==> config.mk <==
export PLATFORM = sky130hd
export DESIGN_NAME = selfcal_rx
export DESIGN_NICKNAME = d
export VERILOG_FILES = /design/src/rtl/selfcal_rx_pkg.sv /design/src/rtl/selfcal_rx_timer.sv /design/src/rtl/selfcal_rx.sv
export SDC_FILE = /design/constraint.sdc
export NUM_CORES = 1
export LEC_CHECK = 0
export ABC_CLOCK_PERIOD_IN_PS = 1600
export BUFFER_PORTS_ARGS = -buffer_cell sky130_fd_sc_hd__buf_2
export CORE_AREA = 2 2 39 41
export DETAILED_ROUTE_END_ITERATION = 10
export DIE_AREA = 0 0 41 43
export PLACE_DENSITY = 0.6
export SETUP_SLACK_MARGIN = 0.4
export SLEW_MARGIN = 20
export SYNTH_ARGS = -nofsm -noshare
export SYNTH_HDL_FRONTEND = slang
export SYNTH_SLANG_ARGS = --single-unit
==> constraint.sdc <==
create_clock -name clk -period 1.6 [get_ports clk]
set_clock_uncertainty 0.15 [all_clocks]
set_input_delay 0.16 -clock clk [delete_from_list [all_inputs] [get_ports clk]]
set_output_delay 0.16 -clock clk [all_outputs]
set_load 0.005 [all_outputs]
==> src/rtl/selfcal_rx_pkg.sv <==
// Shared encodings and FSM state type for the self-calibration sideband
// handshake. Used by the responder (selfcal_rx) and the sibling initiator.
package selfcal_rx_pkg;

  // Decoded sideband message encodings
  localparam logic [3:0] SB_NONE     = 4'b0000;
  localparam logic [3:0] SB_END_REQ  = 4'b0001;
  localparam logic [3:0] SB_END_RESP = 4'b0010;

  // Self-cal FSM states
  typedef enum logic [2:0] {
    S_IDLE          = 3'd0,
    S_CAL_ALGO      = 3'd1,
    S_WAIT_REQ      = 3'd2,
    S_SEND_RESP     = 3'd3,
    S_TEST_FINISHED = 3'd4,
    S_TIMEOUT       = 3'd5
  } selfcal_state_e;

  // True when the partner delivers a valid END_REQ this cycle
  function automatic logic is_end_req(input logic valid, input logic [3:0] msg);
    return valid && (msg == SB_END_REQ);
  endfunction

endpackage

==> src/rtl/selfcal_rx_timer.sv <==
// Saturating WAIT_REQ timeout counter for selfcal_rx. hit_o flags the last
// permitted waiting cycle (count == LIMIT-1) while counting is enabled.
module selfcal_rx_timer #(
  parameter int unsigned LIMIT = 4096
) (
  input  logic clk,
  input  logic rst_n,
  input  logic clr_i,
  input  logic en_i,
  output logic hit_o
);

  localparam int unsigned CNT_W = $clog2(LIMIT + 1);

  logic [CNT_W-1:0] count_q, count_d;

  // Next count: clear has priority, otherwise count up until saturated
  always_comb begin
    count_d = count_q;
    if (clr_i) begin
      count_d = '0;
    end else if (en_i && (count_q != CNT_W'(LIMIT))) begin
      count_d = count_q + 1'b1;
    end
  end

  // Counter register
  always_ff @(posedge clk or negedge rst_n) begin
    if (!rst_n) count_q <= '0;
    else        count_q <= count_d;
  end

  assign hit_o = en_i && (count_q == CNT_W'(LIMIT - 1));

endmodule

==> src/rtl/selfcal_rx.sv <==
// Self-calibration sideband responder: waits for END_REQ from the partner,
// answers with END_RESP once the sideband mux is free, then reports
// o_test_ack until i_en drops.
// Build option: define SELFCAL_RX_TIMEOUT_EN to add the WAIT_REQ timeout
// (counter, TIMEOUT state, o_timeout); without it WAIT_REQ waits forever.
module selfcal_rx
  import selfcal_rx_pkg::*;
#(
  parameter int unsigned TIMEOUT_CYCLES = 4096
) (
  input  logic       clk,
  input  logic       rst_n,
  input  logic       i_en,
  input  logic       i_sideband_valid,
  input  logic [3:0] i_decoded_sideband_message,
  input  logic       i_busy_negedge_detected,
  input  logic       i_valid_tx,
  output logic [3:0] o_sideband_message,
  output logic       o_valid_rx,
  output logic       o_test_ack,
  output logic       o_timeout
);

  selfcal_state_e state_q, state_d;
  logic [3:0]     msg_q, msg_d;
  logic           valid_q, valid_d;
  logic           ack_q, ack_d;
  logic           req_seen_q, req_seen_d;
  logic           end_req;
  logic           timer_hit;

  assign end_req = is_end_req(i_sideband_valid, i_decoded_sideband_message);

  // Next-state and registered-output logic
  always_comb begin
    // NOTE: every variable gets a default before any branch, so no path can
    // leave one unassigned and infer a latch.
    state_d    = state_q;
    msg_d      = msg_q;
    valid_d    = valid_q;
    ack_d      = ack_q;
    req_seen_d = req_seen_q;

    if (!i_en) begin
      state_d    = S_IDLE;
      msg_d      = SB_NONE;
      valid_d    = 1'b0;
      ack_d      = 1'b0;
      req_seen_d = 1'b0;
    end else begin
      unique case (state_q)
        S_IDLE: state_d = S_CAL_ALGO;
        S_CAL_ALGO: begin
          // Remember an END_REQ that arrives before we start listening
          if (end_req) req_seen_d = 1'b1;
          state_d = S_WAIT_REQ;
        end
        S_WAIT_REQ: begin
          // A request in the limit cycle beats the timeout
          if (req_seen_q || end_req) begin
            req_seen_d = 1'b1;
            state_d    = S_SEND_RESP;
            msg_d      = SB_END_RESP;
            valid_d    = 1'b1;
          end else if (timer_hit) begin
            state_d = S_TIMEOUT;
          end
        end
        S_SEND_RESP: begin
          // Only a completed send on our own mux slot finishes the handshake
          if (i_busy_negedge_detected && !i_valid_tx) begin
            state_d = S_TEST_FINISHED;
            msg_d   = SB_NONE;
            valid_d = 1'b0;
            ack_d   = 1'b1;
          end
        end
        S_TEST_FINISHED: state_d = S_TEST_FINISHED;
        S_TIMEOUT:       state_d = S_TIMEOUT;
        default:         state_d = S_IDLE;
      endcase
    end
  end

  // State and output registers
  always_ff @(posedge clk or negedge rst_n) begin
    // NOTE: sequential state uses non-blocking assignments so every register
    // samples pre-edge values regardless of statement order.
    if (!rst_n) begin
      state_q    <= S_IDLE;
      msg_q      <= SB_NONE;
      valid_q    <= 1'b0;
      ack_q      <= 1'b0;
      req_seen_q <= 1'b0;
    end else begin
      state_q    <= state_d;
      msg_q      <= msg_d;
      valid_q    <= valid_d;
      ack_q      <= ack_d;
      req_seen_q <= req_seen_d;
    end
  end

`ifdef SELFCAL_RX_TIMEOUT_EN
  // Counts WAIT_REQ cycles; cleared whenever the FSM is not staying in WAIT_REQ
  selfcal_rx_timer #(
    .LIMIT (TIMEOUT_CYCLES)
  ) u_timer (
    .clk   (clk),
    .rst_n (rst_n),
    .clr_i (state_d != S_WAIT_REQ),
    .en_i  (state_q == S_WAIT_REQ),
    .hit_o (timer_hit)
  );

  assign o_timeout = (state_q == S_TIMEOUT);
`else
  // No timer: WAIT_REQ waits indefinitely. The comparison folds to 0 for
  // every legal TIMEOUT_CYCLES.
  assign timer_hit = (TIMEOUT_CYCLES == 0);
  assign o_timeout = 1'b0;
`endif

  assign o_sideband_message = msg_q;
  assign o_valid_rx         = valid_q;
  assign o_test_ack         = ack_q;

endmodule

After elaboration in Yosys (flattened, before gate mapping)
Cells that the tools add are included.
- equal/unequal tests: 13
- muxes and demuxes: 18
- reductions and logical operators: 9
- operator list (kind ; number):
    3-bit one-hot mux with 6 select lines ; 1
    4-bit 2-to-1 mux ; 3
    3-bit 2-to-1 mux ; 3
    3-bit inequality test, second input constant ; 3
    1-bit 2-to-1 mux ; 8
    4-bit one-hot mux with 2 select lines ; 1
    3-bit by 2-bit == test with 1-bit output, second input constant ; 2
    3-bit == test, second input constant ; 2
    3-bit by 1-bit inequality test with 1-bit output, second input constant ; 2
    3-bit AND reduction ; 2
    4-bit by 1-bit == test with 1-bit output, second input constant ; 1
    2-bit by 1-bit inequality test with 1-bit output, second input constant ; 2
    1-bit one-hot mux with 2 select lines ; 2
    2-bit AND reduction ; 2
    3-bit by 1-bit == test with 1-bit output, second input constant ; 1
    3-bit logical NOT ; 1
    1-bit logical AND ; 2
    1-bit logical NOT ; 1
    1-bit logical OR ; 1
- register bits after elaboration: 10
- input bits: 10
- output and inout bits: 7
- word-level logic and storage cells: 45

Depth between registers and ports, before layout
Gate-level depths: netlist (run 1).
- word-level depth: 6
- gate-level depth with buffers: 4
- mapped depth without buffers: 4

Least setup slack after synthesis (run 1)
OpenSTA, ideal clock, no wires.
- path kind: register -> register
- start: register state_q[1]
- end: register msg_q[1], in the netlist o_sideband_message[1]
- library setup time: 0.128 ns
- data arrival time: 0.877 ns
- data required time: 1.322 ns
- setup slack: 0.446 ns
- cell stages (with the launch flop): 5
- buffers on the path: 0
- period minus slack after synthesis: 1.154 ns
- cells stage by stage: dfrtp_1 -> nor2b_1 -> nand3_1 -> nand3_1 -> o21ai_0
- cells in the longest elaborated chain, start to end: 3
- elaborated cells between the ends (all ways): 8
- those cells by class: eq/ne: 5; mux: 2; reduce/logical: 1
- ends and longest elaborated chain (element ; line ; text):
    from (decl) ; selfcal_rx.sv:24 ; selfcal_state_e state_q, state_d;
    from (signal assigned) ; selfcal_rx.sv:96 ; state_q <= state_d;
    3-bit by 2-bit == test with 1-bit output ; selfcal_rx.sv:51 ; unique case (state_q)
    3-bit by 1-bit inequality test with 1-bit output (no line) (tied with other cells) ; n/a ;
    3-bit AND reduction (no line) or 4-bit 2-to-1 mux (tied branches) ; n/a ;
    to (signal assigned) ; selfcal_rx.sv:97 ; msg_q <= msg_d;
    to (decl) ; selfcal_rx.sv:25 ; logic [3:0] msg_q, msg_d;
Several ways; a longest one is shown, not always the timed one.
A chain may end at the register's enable or synchronous reset.

Worst setup path after layout (run 1)
- start: register state_q[1]
- end: register state_q[0]
- cells in the longest elaborated chain, start to end: 3
- elaborated cells between the ends (all ways): 11
- those cells by class: eq/ne: 7; mux: 2; reduce/logical: 2
- ends and longest elaborated chain (element ; line):
    3-bit == test (tied with other cells) ; selfcal_rx.sv:51
    3-bit one-hot mux with 6 select lines or 3-bit inequality test (tied branches) ; n/a
    3-bit 2-to-1 mux or 2-bit AND reduction (tied branches) ; n/a
Several ways; a longest one is shown, not always the timed one.

==> impl_metrics.ini, run 1 <==
[power_and_ir_drop]
p_leak_nw = 0.230
p_per_area_nw_per_um2 = 802
peakVddDrop_v = 0.000383
power_w = 0.000400

[placement]
place.gp.congestion = 0.789
io_buffers = 12
dp.final_hpwl_um = 479
numPlacedInstances = 61

[synthesis]
synth_fa_ha_area_frac = 0
post_synth_num_cell_types = 19
synth-seq-cells = 6
ys_async_sr_fraction = 1.00
synth-edff-count = 0
synth-compound-area-share = 0.191
syn_area_um2 = 360
muxShareOfSynthArea = 0
synth_simple_gate_area_frac = 0.243
synthCells = 35
ys_dominant_reg_cell = dfrtp_1
syn_avg_cell_area_um2 = 10.3
synth_top_family_by_area = simple AND/OR/NAND/NOR gates
synthXorXnorAreaFrac = 0.0243
yosysSeqAreaShare = 0.417
yosysWarnings = 0

[global_routing]
grt_overflow_total = 0
track_usage = 0.0874
grt_max_degree = 8
grt_pass1_wl_um = 897
grt_pass1_vias = 208
antenna_found_initial = 0

[layout]
mostFrequentLayoutCell = buf_2
nets = 64
diodes = 0
area_delta_synth_final_pct = 38.5
final_cells = 68
fillers = 149
mostFrequentLayoutCells = buf_2, dfrtp_1, conb_1
drive_above_1_share = 0.500

[timing]
finalHoldViolations = 0
rsz0062_at_grt = true
setup_viol_count_final = 0
fin_crit_ns = 1.20
period_share = 0.747
fin_setup_tns_ns = 0
slew_violations = 0
fmax_mhz = 837

[flow_run]
maxCapViolCount = 0

[critical_path]
crit_fanout = 4
critPathCaptureType = flip-flop
worstPathRequired_ns = 1.63
crit_arrival_ns = 1.23
critPathKind = reg2reg
startpoint_type = flip-flop

[detailed_routing]
vias = 289
drtIter0Drc = 4
avgRoutedWirePerCell_um = 10.0
via_per_inst = 4.25
drtAntennaViolNets = 0
drt-total-wl_um = 680
firstDrtPassIters = 4
drc_errors = 0

[clock_tree]
cts_made_buffers = 3
clk-insertion-delay-late_ns = 0.24
cts.path.max_buffers = 2
cts_sinks = 6
root_buffer = clkbuf_4
cts_tree = done
htreeDepth = 1
clkTransAtPathRegs_ns = 0.04

[floorplanning]
coreArea_um2 = 1380
dieArea_um2 = 1760
row_count = 14
initial_core_util = 0.260
die_height_um = 43
die_w_um = 41
io_pins = 17

[min_path]
hold_class = in2reg

[outcome]
outcome = finished, final reports clean
cell type report:
class,count,area [um2],share of cell area
clock buffers,3,22.5,0.0451
inverters,1,3.75,0.00752
multi-input cells,26,205,0.411
flip-flops and latches,6,151,0.303
well taps,16,20.0,0.0401
repair buffers,16,96.3,0.193
Yosys cell counts, types with 2 or more instances:
| master | n | area (um2) |
|---|---|---|
| a21boi_0 | 2 | 15.0 |
| buf_4 | 5 | 37.5 |
| nand2b_1 | 2 | 12.5 |
| dfrtp_1 | 6 | 150 |
| nand3_1 | 3 | 15.0 |
| o21a_1 | 2 | 15.0 |
| o21ai_0 | 2 | 10.0 |
| nor2b_1 | 2 | 12.5 |
kinds of logic (layout without fill, tap and decap cells):
logic type	count (synthesis)	in the layout
and+or+nand+nor	12	12
other	1	4
xor gates and xnor gates	1	1
DFF	6	6
buffers and inverters	6	20
AOI/OAI and AO/OA	9	9
report_power, final:
group / switching [W] / internal (W)
Combinational: 0.0000346 / 0.0000528
Clock: 0.0000529 / 0.0000847
Sequential: 0.0000142 / 0.000161
Total: 0.000102 / 0.000299
stage by stage:
stage	instance area (um2)	worst slack [ns]	utilization	hold WS (ns)
6_report	499	0.405	0.361	0.0446
5_1_grt	499	0.370	0.361	0.0401
4_1_cts	458	0.410	0.331	0.0411
3_5_place_dp	414	0.338	0.299	-0.158
3_3_place_gp	414	0.362	0.299	-0.159
2_1_floorplan	372	0.446	-	-0.286
sequential cells by signal (all words and copies together) (netlist names):
register and count:
state_q 3, o_sideband_message 1, o_test_ack 1, req_seen_q 1
critical path: stages, from the launching register on:
cell and delay (ns):
dfrtp_1 0.41, buf_6 0.14, buf_4 0.12, a211oi_2 0.16
o21a_1 0.15
final timing paths:
kind | start | end | slack, ns | cells past startpoint
min | i_en | req_seen_q$_DFFE_PN0P_ | 0.04 | 2
min in group asynchronous | rst_n | state_q[2]$_DFFE_PN0P_ | 0.12 | 2
max reg2reg | state_q[1]$_DFFE_PN0P_ | state_q[0]$_DFFE_PN0P_ | 0.40 | 4
max | state_q[1]$_DFFE_PN0P_ | state_q[0]$_DFFE_PN0P_ | 0.40 | 4
max in group asynchronous | rst_n | state_q[2]$_DFFE_PN0P_ | 1.02 | 2
min reg2reg | state_q[2]$_DFFE_PN0P_ | state_q[1]$_DFFE_PN0P_ | 0.36 | 1
layer usage:
layer | part of all wire | vias to the layer above | wire length, um | GRT usage
met4 | 0.018 | 0 | 12 | 0.0800
met1 | 0.41 | 128 | 280 | 0.0968
met5 | 0 | - | 0 | 0
li1 | - | 147 | - | -
met2 | 0.46 | 12 | 315 | 0.0938
met3 | 0.10 | 2 | 70 | 0.0785
timing repair:
action | CTS | global route
hold buffers | 1 | 0
endpoints found under the setup margin | 4 | 4
setup buffers | 1 | 2
endpoints found under the hold margin | 6 | 0
pin swaps | 0 | 2
resized for setup | 2 | 6
Note: power is estimated with default switching activity, not from simulation.
==> run 2: changes to the inputs <==
--- a/config.mk
+++ b/config.mk
@@ -5,7 +5,7 @@
 export SDC_FILE = /design/constraint.sdc
 export NUM_CORES = 1
 export LEC_CHECK = 0
-export ABC_CLOCK_PERIOD_IN_PS = 1600
+export ABC_CLOCK_PERIOD_IN_PS = 1100
 export BUFFER_PORTS_ARGS = -buffer_cell sky130_fd_sc_hd__buf_2
 export CORE_AREA = 2 2 39 41
 export DETAILED_ROUTE_END_ITERATION = 10
==> constraint.sdc (replaced) <==
create_clock -name clk -period 1.1 [get_ports clk]
set_clock_uncertainty 0.15 [all_clocks]
set_input_delay 0.11 -clock clk [delete_from_list [all_inputs] [get_ports clk]]
set_output_delay 0.11 -clock clk [all_outputs]
set_load 0.005 [all_outputs]
==> run 2 against run 1 <==
Effect of this change:
- the run now ends with setup timing left
- die area is the same
- via count grew 4.2%
- global-route usage grew 0.66 points
- non-clock buffer count grew 2
- largest power group unchanged
==> impl_metrics.ini, run 2 (synthesis gave the netlist of run 1 again) <==
[global_routing]
grt_overflow_total = 0
track_usage = 0.0940
antenna_found_initial = 0
grt_pass1_wl_um = 1080
grt_pass1_vias = 269
grt_max_degree = 8

[timing]
slew_violations = 0
period_share = 1.04
finalHoldViolations = 0
fin_ws_ns = -0.0492
rsz0062_at_grt = true
setup_viol_count_final = 5
fmax_mhz = 870
fin_crit_ns = 1.15

[placement]
placed_cell_area_um2 = 442
dp.final_hpwl_um = 509
place.gp.congestion = 0.718
io_buffers = 12

[outcome]
outcome = finished with violations
violations = setup timing

[clock_tree]
cts_made_buffers = 3
clkTransAtPathRegs_ns = 0.05
cts.path.max_buffers = 2
cts_sinks = 6
root_buffer = clkbuf_4
cts_tree = done
clk-insertion-delay-late_ns = 0.24
htreeDepth = 1

[critical_path]
critPathCaptureType = flip-flop
worstPathRequired_ns = 1.08
path_cells = nor2b_4, nand2b_1, a21boi_1, o21a_1
reg2reg_depth = 4
crit_arrival_ns = 1.13
reg2reg_from = state_q[1]$_DFFE_PN0P_
reg2reg_to = state_q[0]$_DFFE_PN0P_
crit_fanout = 5
slowest_delay_ns = 0.44
critPathKind = reg2reg
crit_slowest_cell = dfrtp_2
startpoint_type = flip-flop
regToRegSetupSlack_ns = -0.05

[power_and_ir_drop]
power_w = 0.000591
p_leak_nw = 0.239
p_per_area_nw_per_um2 = 1120
peakVddDrop_v = 0.000537

[min_path]
hp-start = i_en
hold_depth = 2
min_to = state_q[0]$_DFFE_PN0P_
hold_class = in2reg

[detailed_routing]
drtAntennaViolNets = 0
via_per_inst = 4.30
drc_errors = 0
firstDrtPassIters = 3
drtIter0Drc = 7
drt-total-wl_um = 687
avgRoutedWirePerCell_um = 9.81
vias = 301

[layout]
stdcell_area_um2 = 529
largest_register_ff_count = 3
mostFrequentLayoutCell = buf_2
mostFrequentLayoutCells = buf_2, conb_1
area_delta_synth_final_pct = 46.9
nets = 66
drive_above_1_share = 0.593
max_flop_register = state_q
diodes = 0

[floorplanning]
coreArea_um2 = 1380
die_w_um = 41
dieArea_um2 = 1760
initial_core_util = 0.260
die_height_um = 43
row_count = 14
io_pins = 17

[flow_run]
maxCapViolCount = 0
==> run 2: cell count changes in the layout (fill, tap and decap cells not counted) <==
cell / change
buf_6: +1
o21ai_2: +1
nand3_1: -1
dfrtp_1: -2
dfrtp_2: +2
nand3_2: +1
o21ai_0: -2
buf_4: +1
o21ai_1: +1
==> run 2: how the worst max path moves through the flow <==
stage,slack [ns],end,cells after the start,start
after floorplan,0.01,state_q[0]$_DFFE_PN0P_,4,state_q[1]$_DFFE_PN0P_
after global placement,-0.09,state_q[0]$_DFFE_PN0P_,5,i_decoded_sideband_message[1]
after detailed placement,-0.10,state_q[0]$_DFFE_PN0P_,5,i_decoded_sideband_message[1]
after CTS,-0.04,state_q[0]$_DFFE_PN0P_,4,state_q[1]$_DFFE_PN0P_
after global routing,-0.1,state_q[0]$_DFFE_PN0P_,4,state_q[1]$_DFFE_PN0P_
final,-0.05,state_q[0]$_DFFE_PN0P_,4,state_q[1]$_DFFE_PN0P_
==> run 2: per-layer routing <==
layer / global-route usage / wire length (um) / share of wire / vias up
met5: 0 / 0 / 0 / -
met4: 0.0400 / 0 / 0 / 0
met3: 0.0628 / 54 / 0.079 / 0
met2: 0.122 / 302 / 0.44 / 13
met1: 0.118 / 330 / 0.48 / 135
li1: - / - / - / 153
==> run 2: layout make-up <==
type / count / area [um2]
Multi-Input combinational cell: 26 / 214
Timing Repair Buffer: 18 / 115
Sequential cell: 6 / 154
Clock buffer: 3 / 22.5
Inverter: 1 / 3.75
Fill cell: 143 / 855
Tap cell: 16 / 20.0
==> run 2: critical path: cells and delay by family, from the launching register on <==
kind	cells	cell delay [ns]
AOI/OAI and AO/OA	2	0.22
DFF	1	0.44
and+or+nand+nor	2	0.22
==> run 2: per-stage QoR <==
step | cells | utilization | hold WS [ns] | setup TNS, ns | setup WS, ns
after floorplan | 38 | - | -0.336 | 0 | 0.0109
after global placement | 63 | 0.319 | -0.207 | -0.216 | -0.0915
after detailed placement | 63 | 0.319 | -0.207 | -0.264 | -0.104
after CTS | 70 | 0.377 | 0.00317 | -0.145 | -0.0443
after global routing | 70 | 0.382 | 0.0107 | -0.470 | -0.0979
final | 70 | 0.382 | 0.00545 | -0.126 | -0.0492
==> run 2: where the power goes <==
group	switching, W	internal [W]
registers	0.0000256	0.000236
clock network	0.0000792	0.000123
logic	0.0000475	0.0000788
==> run 2: repair_timing <==
action | CTS | global route
setup buffers | 3 | 0
gates resized for setup | 8 | 3
endpoints found under the setup margin | 9 | 9
pin swaps | 3 | 2
hold buffers | 1 | 0
hold endpoints to repair | 6 | 0
